--- src/rtl/pulse_voice_pkg.sv ---
// Shared constants for the pulse voice: FSM state codes, duty selections,
// the sustain length code and the duty-window decoder.
package pulse_voice_pkg;

    localparam logic [1:0] ST_IDLE    = 2'd0;
    localparam logic [1:0] ST_PLAY    = 2'd1;
    localparam logic [1:0] ST_RELEASE = 2'd2;

    localparam logic [1:0] DUTY_12P5 = 2'b00;
    localparam logic [1:0] DUTY_25   = 2'b01;
    localparam logic [1:0] DUTY_50   = 2'b10;
    localparam logic [1:0] DUTY_75   = 2'b11;

    // A latched length of zero means the note sustains until note-off
    localparam logic [7:0] LEN_SUSTAIN = 8'd0;

    function automatic logic duty_window(input logic [1:0] duty, input logic [2:0] p);
        logic hit;
        case (duty)
            DUTY_12P5: hit = (p == 3'b111);
            DUTY_25:   hit = (p[2:1] == 2'b11);
            DUTY_50:   hit = p[2];
            DUTY_75:   hit = (p[2:1] != 2'b00);
            default:   hit = 1'b0;
        endcase
        return hit;
    endfunction

endpackage

--- src/rtl/pulse_envelope.sv ---
// Envelope level and decay-tick divider with saturating decrements.
// level_next exposes the value the level takes on the coming edge.
module pulse_envelope
    import pulse_voice_pkg::*;
#(
    parameter int OUT_WIDTH    = 9,
    parameter int DECAY_STEP   = 1,
    parameter int RELEASE_STEP = 16
) (
    input  logic                 clk,
    input  logic                 rst,
    input  logic                 load,
    input  logic [OUT_WIDTH-1:0] volume,
    input  logic [3:0]           decay_period,
    input  logic                 decay_tick,
    input  logic                 release_tick,
    output logic [OUT_WIDTH-1:0] level,
    output logic [OUT_WIDTH-1:0] level_next
);

    localparam int LEVEL_RANGE = 32'sd1 << OUT_WIDTH;

    // Steps at or beyond full scale clamp to full scale so they always empty the level
    localparam logic [OUT_WIDTH:0] DECAY_AMT = (DECAY_STEP >= LEVEL_RANGE)
        ? {1'b1, {OUT_WIDTH{1'b0}}} : (OUT_WIDTH+1)'(DECAY_STEP);
    localparam logic [OUT_WIDTH:0] RELEASE_AMT = (RELEASE_STEP >= LEVEL_RANGE)
        ? {1'b1, {OUT_WIDTH{1'b0}}} : (OUT_WIDTH+1)'(RELEASE_STEP);

    function automatic logic [OUT_WIDTH-1:0] sat_sub(input logic [OUT_WIDTH-1:0] a,
                                                      input logic [OUT_WIDTH:0]   b);
        logic [OUT_WIDTH:0] diff;
        diff = {1'b0, a} - b;
        if (diff[OUT_WIDTH]) begin
            return {OUT_WIDTH{1'b0}};
        end else begin
            return diff[OUT_WIDTH-1:0];
        end
    endfunction

    logic [OUT_WIDTH-1:0] level_r;
    logic [OUT_WIDTH-1:0] level_next_s;
    logic [3:0]           tick_cnt_r;
    logic [3:0]           tick_cnt_next_s;

    // Next level and divider count; a load beats any tick
    always_comb begin
        level_next_s    = level_r;
        tick_cnt_next_s = tick_cnt_r;
        if (load) begin
            level_next_s    = volume;
            tick_cnt_next_s = 4'd0;
        end else if (decay_tick) begin
            if (tick_cnt_r == decay_period) begin
                tick_cnt_next_s = 4'd0;
                level_next_s    = sat_sub(level_r, DECAY_AMT);
            end else begin
                tick_cnt_next_s = tick_cnt_r + 4'd1;
                level_next_s    = level_r;
            end
        end else if (release_tick) begin
            level_next_s    = sat_sub(level_r, RELEASE_AMT);
            tick_cnt_next_s = tick_cnt_r;
        end else begin
            level_next_s    = level_r;
            tick_cnt_next_s = tick_cnt_r;
        end
    end

    // Level and divider registers
    always_ff @(posedge clk) begin
        if (rst) begin
            level_r    <= {OUT_WIDTH{1'b0}};
            tick_cnt_r <= 4'd0;
        end else begin
            level_r    <= level_next_s;
            tick_cnt_r <= tick_cnt_next_s;
        end
    end

    assign level      = level_r;
    assign level_next = level_next_s;

endmodule

--- src/rtl/pulse_voice.sv ---
// Pulse-wave voice: phase accumulator, note FSM, length counter and a
// registered, envelope-scaled duty-cycle output.
module pulse_voice
    import pulse_voice_pkg::*;
#(
    parameter int PHASE_WIDTH  = 32,
    parameter int OUT_WIDTH    = 9,
    parameter int DECAY_STEP   = 1,
    parameter int RELEASE_STEP = 16
) (
    input  logic                   i_clk,
    input  logic                   i_rst,
    input  logic                   i_tick_stb,
    input  logic                   i_note_valid,
    input  logic                   i_note_off,
    input  logic [PHASE_WIDTH-1:0] i_phase_delta,
    input  logic [1:0]             i_duty,
    input  logic [OUT_WIDTH-1:0]   i_volume,
    input  logic [3:0]             i_decay_period,
    input  logic [7:0]             i_length,
    output logic [OUT_WIDTH-1:0]   o_output,
    output logic                   o_frame_pulse,
    output logic                   o_active
);

    localparam int MSB = PHASE_WIDTH - 1;

    logic [1:0]             state_r;
    logic [1:0]             state_next_s;
    logic [PHASE_WIDTH-1:0] phase_r;
    logic [PHASE_WIDTH-1:0] delta_r;
    logic [1:0]             duty_r;
    logic [3:0]             decay_period_r;
    logic [7:0]             length_r;
    logic [7:0]             len_cnt_r;
    logic [7:0]             len_cnt_next_s;
    logic [OUT_WIDTH-1:0]   out_r;
    logic [OUT_WIDTH-1:0]   env_level_s;
    logic [OUT_WIDTH-1:0]   env_next_s;
    logic                   decay_tick_s;
    logic                   release_tick_s;
    logic                   window_s;

    // A trigger swallows any simultaneous tick; note-off in PLAY swallows the tick too
    assign decay_tick_s   = (state_r == ST_PLAY) && i_tick_stb && !i_note_off && !i_note_valid;
    assign release_tick_s = (state_r == ST_RELEASE) && i_tick_stb && !i_note_valid;

    pulse_envelope #(
        .OUT_WIDTH    (OUT_WIDTH),
        .DECAY_STEP   (DECAY_STEP),
        .RELEASE_STEP (RELEASE_STEP)
    ) u_env (
        .clk          (i_clk),
        .rst          (i_rst),
        .load         (i_note_valid),
        .volume       (i_volume),
        .decay_period (decay_period_r),
        .decay_tick   (decay_tick_s),
        .release_tick (release_tick_s),
        .level        (env_level_s),
        .level_next   (env_next_s)
    );

    // Note FSM and length countdown
    always_comb begin
        state_next_s   = state_r;
        len_cnt_next_s = len_cnt_r;
        if (i_note_valid) begin
            state_next_s   = ST_PLAY;
            len_cnt_next_s = i_length;
        end else begin
            case (state_r)
                ST_PLAY: begin
                    if (i_note_off) begin
                        state_next_s = ST_RELEASE;
                    end else if (i_tick_stb && (length_r != LEN_SUSTAIN)) begin
                        if (len_cnt_r == 8'd1) begin
                            len_cnt_next_s = 8'd0;
                            state_next_s   = ST_RELEASE;
                        end else begin
                            len_cnt_next_s = len_cnt_r - 8'd1;
                        end
                    end else begin
                        state_next_s = ST_PLAY;
                    end
                end
                ST_RELEASE: begin
                    // Leaves on the edge the level hits zero, or at once if already zero
                    if (env_next_s == {OUT_WIDTH{1'b0}}) begin
                        state_next_s = ST_IDLE;
                    end else begin
                        state_next_s = ST_RELEASE;
                    end
                end
                ST_IDLE: state_next_s = ST_IDLE;
                default: state_next_s = ST_IDLE;
            endcase
        end
    end

    // State, latched note fields and phase accumulator
    always_ff @(posedge i_clk) begin
        if (i_rst) begin
            state_r        <= ST_IDLE;
            len_cnt_r      <= 8'd0;
            phase_r        <= {PHASE_WIDTH{1'b0}};
            delta_r        <= {PHASE_WIDTH{1'b0}};
            duty_r         <= 2'b00;
            decay_period_r <= 4'd0;
            length_r       <= 8'd0;
        end else begin
            state_r   <= state_next_s;
            len_cnt_r <= len_cnt_next_s;
            if (i_note_valid) begin
                delta_r        <= i_phase_delta;
                duty_r         <= i_duty;
                decay_period_r <= i_decay_period;
                length_r       <= i_length;
                phase_r        <= {PHASE_WIDTH{1'b0}};
            end else if (state_r != ST_IDLE) begin
                phase_r <= phase_r + delta_r;
            end else begin
                phase_r <= phase_r;
            end
        end
    end

    assign window_s = duty_window(duty_r, phase_r[MSB -: 3]);

    // Output register, one cycle behind phase and envelope
    always_ff @(posedge i_clk) begin
        if (i_rst) begin
            out_r <= {OUT_WIDTH{1'b0}};
        end else if ((state_r != ST_IDLE) && window_s) begin
            out_r <= env_level_s;
        end else begin
            out_r <= {OUT_WIDTH{1'b0}};
        end
    end

    assign o_output      = out_r;
    assign o_frame_pulse = phase_r[MSB];
    assign o_active      = (state_r != ST_IDLE);

endmodule

--- config.mk ---
export PLATFORM = sky130hd
export DESIGN_NAME = pulse_voice
export DESIGN_NICKNAME = d
export VERILOG_FILES = /design/src/rtl/pulse_voice_pkg.sv /design/src/rtl/pulse_envelope.sv /design/src/rtl/pulse_voice.sv
export SDC_FILE = /design/constraint.sdc
export NUM_CORES = 1
export LEC_CHECK = 0
export BUFFER_PORTS_ARGS = -buffer_cell sky130_fd_sc_hd__buf_2
export CAP_MARGIN = 5
export CORE_UTILIZATION = 55
export CTS_BUF_LIST = sky130_fd_sc_hd__clkbuf_8
export DETAILED_ROUTE_END_ITERATION = 7
export PLACE_DENSITY = 0.77
export SLEW_MARGIN = 20
export SYNTH_ARGS = -nofsm -noshare
export SYNTH_HDL_FRONTEND = slang
export SYNTH_SLANG_ARGS = --single-unit
--- constraint.sdc ---
create_clock -name i_clk -period 2.8 [get_ports i_clk]
set_input_delay 0.42 -clock i_clk [delete_from_list [all_inputs] [get_ports i_clk]]
set_output_delay 0.42 -clock i_clk [all_outputs]
set_load 0.02 [all_outputs]
Yosys cells after proc, flatten, opt, wreduce, memory -nomap -nowiden. Index checks and enable logic that the tools add are counted.

Input port bits: 60. Output and inout port bits: 11. Logic and storage cells: 67. Register bits: 110.

Equal/unequal tests: 12. Bitwise gates (word level): 1. Add/sub/neg operators: 5. Multiplexer cells: 19. Reduce and logical (&&, ||, !) cells: 19.

Operator list (count): 2-to-1 mux 9 bit (6); 2-to-1 mux 8 bit (5); adder 32 bit (1); subtractor 9 x 1 -> 10 bit (second input constant) (1); subtractor 9 x 5 -> 10 bit (second input constant) (1); zero test 9 bit (1); equality test 2 bit (second input constant) (4); equality test 8 x 1 -> 1 bit (second input constant) (1); 2-to-1 mux 2 bit (4); nonzero test 2 bit (4); nonzero test 8 bit (1); subtractor 8 x 1 -> 8 bit (second input constant) (1); logical AND 1 bit (7); != test 5 x 4 -> 1 bit (second input constant) (1); adder 4 x 1 -> 4 bit (second input constant) (1); equality test 2 x 1 -> 1 bit (second input constant) (2); equality test 4 bit (1); 2-to-1 mux 4 bit (1); != test 4 x 3 -> 1 bit (second input constant) (1); case mux 1 bit (4 select lines) (1); case mux 2 bit (2 select lines) (1); OR reduction 2 bit (2); equality test 3 bit (second input constant) (1); AND reduction 3 bit (1); other kinds (5) (6).

Logic depth before layout (Yosys ltp).
Depth after elaboration: 10. Gate-level depth with buffers: 12. Mapped depth without buffers: 12.

Modules after synthesis. From an unflattened synthesis, not the netlist that was laid out.

Cell total of the unflattened synthesis: 766. Area total of the unflattened synthesis: 6396.1 sq um.

By module, submodules not included: pulse_voice (instances 1, sequential area each 1941.9 sq um, area an instance 5292.6 sq um, cells each 626); pulse_envelope (instances 1, sequential area each 260.2 sq um, area an instance 1103.6 sq um, cells each 140).

Worst setup path before layout. No wires, ideal clock.

Kind: register to register. Start point: register phase_r[0]. End point: register phase_r[30]. Data arrival time: 2.692 ns. Required time: 2.680 ns. Buffers on the path: 0. Setup slack: -0.012 ns. Clock period less this slack: 2.812 ns. Cell stages (with the launch flop): 12. Library setup time: 0.120 ns. Cells stage by stage: dfxtp_1 -> ha_1 -> inv_1 -> fa_1 -> and2b_1 -> o2111ai_1 -> a211o_1 -> a211oi_2 -> o21ai_1 -> o21ai_1 -> or3b_1 -> a211o_1.

Longest elaborated chain between the ends: 1.

Ends and longest elaborated chain: start, declared (RTL line pulse_voice.sv:30) `logic [PHASE_WIDTH-1:0] phase_r;`; start signal, assigned (RTL line pulse_voice.sv:106) `phase_r <= {PHASE_WIDTH{1'b0}};`; start signal, assigned (RTL line pulse_voice.sv:119) `phase_r <= {PHASE_WIDTH{1'b0}};`; start signal, assigned (RTL line pulse_voice.sv:121) `phase_r <= phase_r + delta_r;`; adder 32 bit (RTL line pulse_voice.sv:121).

No other way between the ends. A chain may end at the register's enable or synchronous reset.

Worst setup path in the final report. Ends and elaborated chain as after synthesis.

==> run summary <==
WHS Endpoint: len_cnt_r[2]
Core footprint: 10900 sq um
Xor/xnor share of the synthesized area: 0.0496
Final worst slack: -38.1 ps
Slew margin rel.: 0.506
Worst reg2reg path endpoint: phase_r[30]
Clock Latency Late Sink: 400 ps
H-tree levels: 3
Worst Path Required: 3100 ps
Max Cap Viol: 0
Final WL: 14000 um
Reg2reg setup slack: -40 ps
Unique masters post-synth: 70
Failing checks: negative setup slack
Fmax: 352 MHz
CP startpoint kind: flop
Detailed-route DRC error count: 0
Total Routing Usage GR: 0.255
RSZ-0062 raised after global routing: yes
Hold Fails Final Rpt: 0
IO Count: 71
Reg2reg start: phase_r[0]
First-pass GRT wire length: 23600 um
Via density: 5.78
Dpl cell area: 6730 sq um
WS Path Type: flop to flop
PD cells: 443 nW/um^2
Largest family of logic cells by synthesized area: simple AND/OR/NAND/NOR gates
Status: complete, but fails checks
Hold Crit Depth: 3
Sequential share of the synthesized area: 0.356
Die footprint: 11700 sq um
CTS root buf: clkbuf_8
Design Area, Final: 7040 sq um
TritonCTS Buffers: 9
Crit path DAT: 3140 ps
Worst-Margin Slew: 722 ps
Critical Path Sink Type: flop
CTS max path bufs: 2
Crit-path cells: ha_4 -> inv_2 -> fa_2 -> and2b_1 -> o2111ai_2 -> a211o_1 -> a211oi_2 -> o21ai_1 -> o21ai_1 -> or3b_4 -> a211o_1
Cts-stage hold buffer count: 0
Cells after Synth: 739
Post-synthesis compound-gate area fraction: 0.175
WL/cell: 14.7 um
Worst vdd ir: 0.454 mV
Initial Util: 0.568
Leakage Power: 3.15 nW
Placed cells: 936
Most frequent cells in the layout: nor2_1 (108), dfxtp_1 (108), buf_2 (69)
Port Buffers: 70
Slowest cell delay on critical path: 400 ps
Width of the die: 108 um
Clk sinks: 110
Clock skew: 17.5 ps
Mean Syn Cell Area: 8.36 sq um
Min-delay src: i_length[2]
Gp weighted congestion: 0.917
Largest net degree at the start of global routing: 53
Total congestion overflow: 0
EDFF count, synth: 0
DR pass1 iterations: 5
DRT iter0 DRCs: 334
Vias: 5541
Post-synthesis mux area share: 0.0860
Net count after synthesis: 840
Count of final setup violators: 1
Reg2Reg Depth: 11
Tmin final: 2840 ps
Post-DRT Antenna Nets: 0
Syn. warnings: 0
Initial antenna violation count: 0
Clock transition at the registers of the reported paths: 120 ps
Mapped cell area: 6180 sq um
Worst Hold Class: input port to flop
Layout Cells excl Fill: 958
Critical path's slowest cell: or3b_4
Post-synthesis simple-gate area fraction: 0.216
Adder-cell share of the synthesized area: 0.0842
Fin. max-slew vios: 0
P&R area growth vs syn: 13.9%
CTS tree: done
Number of global-route vias before repair: 5307
Period utilization: 1.01
Final nets: 913
Worst-path maximum fanout: 2
Detailed Place HPWL: 10400 um
Placement row count: 38
Async S/R FF share, synth: 0
#FFs+latches synth: 110
Main synth FF type: dfxtp_1
Layout cells sized above 1: 0.171
Die Y: 108 um
## sequential cells by signal, indices dropped and copies added (netlist names)
| name | count |
|---|---|
| delta_r | 32 |
| phase_r | 32 |
| o_output | 9 |
| u_env.level | 9 |
| len_cnt_r | 8 |
| length_r | 8 |
| decay_period_r | 4 |
| u_env.tick_cnt_r | 4 |
| duty_r | 2 |
| state_r | 2 |
## cell usage after synthesis, drive strengths merged (2+ instances only)
cell type / instances / area share
inv: 19 / 0.012
a211oi: 6 / 0.0081
nor2: 108 / 0.066
nor2b: 12 / 0.012
nand3b: 2 / 0.0024
o221ai: 3 / 0.0043
a2111oi: 4 / 0.0057
o21ai: 39 / 0.032
o31ai: 4 / 0.0049
or3b: 2 / 0.0028
dfxtp: 110 / 0.36
nand4: 6 / 0.0061
and3: 5 / 0.0051
mux2i: 52 / 0.084
nor3: 13 / 0.011
a21o: 18 / 0.022
a31oi: 7 / 0.0071
nand3: 24 / 0.019
nor4: 15 / 0.021
o21bai: 4 / 0.0049
a211o: 4 / 0.0057
o211ai: 3 / 0.0045
buf: 8 / 0.0055
a21oi: 55 / 0.045
clkbuf: 26 / 0.016
xor2: 17 / 0.024
nand2b: 4 / 0.0040
or3: 3 / 0.0030
nand2: 63 / 0.038
xnor2: 18 / 0.026
or2: 2 / 0.0020
a31o: 2 / 0.0028
nor3b: 3 / 0.0036
and2: 10 / 0.010
or4: 3 / 0.0036
ha: 40 / 0.081
o41ai: 3 / 0.0055
## repair_timing
action	in CTS	in global routing
resized for setup	10	8
pin swaps	6	8
hold endpoints to repair	0	0
setup endpoints to repair	5	9
setup buffers	3	5
## worst max-delay path: cells and delay by family (launching register included)
kind | cells | cell delay, ps
and+or+nand+nor | 2 | 640
DFF | 1 | 370
adders and majority gates | 2 | 480
buffers and inverters | 1 | 30
AOI/OAI and AO/OA | 6 | 1220
## layer usage
metal | up-vias | global-route usage | wire [um]
met5 | - | 0 | 0
met4 | 0 | 0.105 | 325
met3 | 28 | 0.0591 | 746
met2 | 163 | 0.443 | 6750
met1 | 2567 | 0.301 | 6220
li1 | 2783 | - | -
## area by class of cell
| cell class | count | area [sq um] |
|---|---|---|
| well taps | 140 | 175 |
| inverters | 20 | 75.1 |
| multi-input cells | 575 | 3840 |
| clock buffers | 9 | 124 |
| diodes | 1 | 2.50 |
| repair buffers | 96 | 548 |
| flip-flops and latches | 110 | 2200 |
| fillers | 958 | 3850 |
| clock inverters | 7 | 65.1 |
## logic make-up (layout without fill, tap and decap cells)
| family | count (synthesis) | after routing |
|---|---|---|
| DFF | 110 | 110 |
| xor gates and xnor gates | 35 | 35 |
| muxes | 53 | 53 |
| and+or+nand+nor | 279 | 279 |
| buffers and inverters | 54 | 132 |
| AOI/OAI and AO/OA | 167 | 167 |
| adders and majority gates | 41 | 41 |
| other | 0 | 1 |
## stage by stage
step	hold WS, ps	total power [mW]	setup slack, ps	setup TNS (ps)	utilization
final	239	3.11	-38.1	-38.1	0.646
after detailed placement	464	2.21	-209	-283	0.618
after floorplan	441	2.06	23.5	0	-
after global placement	454	2.19	-118	-118	0.618
after global routing	221	3.28	-197	-398	0.646
after CTS	219	3.14	-94.8	-94.8	0.641
## power breakdown
| part | switching [mW] | leakage [nW] | internal [mW] | total [mW] |
|---|---|---|---|---|
| Sequential | 0.0529 | 0.901 | 1.63 | 1.68 |
| Clock | 0.584 | 0.0943 | 0.345 | 0.929 |
| Combinational | 0.286 | 2.16 | 0.217 | 0.503 |
## worst max-delay path by stage
stage	startpoint	endpoint	slack, ps	cells after the start
after floorplan	phase_r[0]	phase_r[30]	20	11
after global placement	phase_r[0]	phase_r[30]	-120	11
after detailed placement	phase_r[0]	phase_r[30]	-210	11
after CTS	phase_r[0]	phase_r[30]	-90	11
after global routing	phase_r[0]	phase_r[30]	-200	11
final	phase_r[0]	phase_r[30]	-40	11
Power figures use the tool's default switching activity.
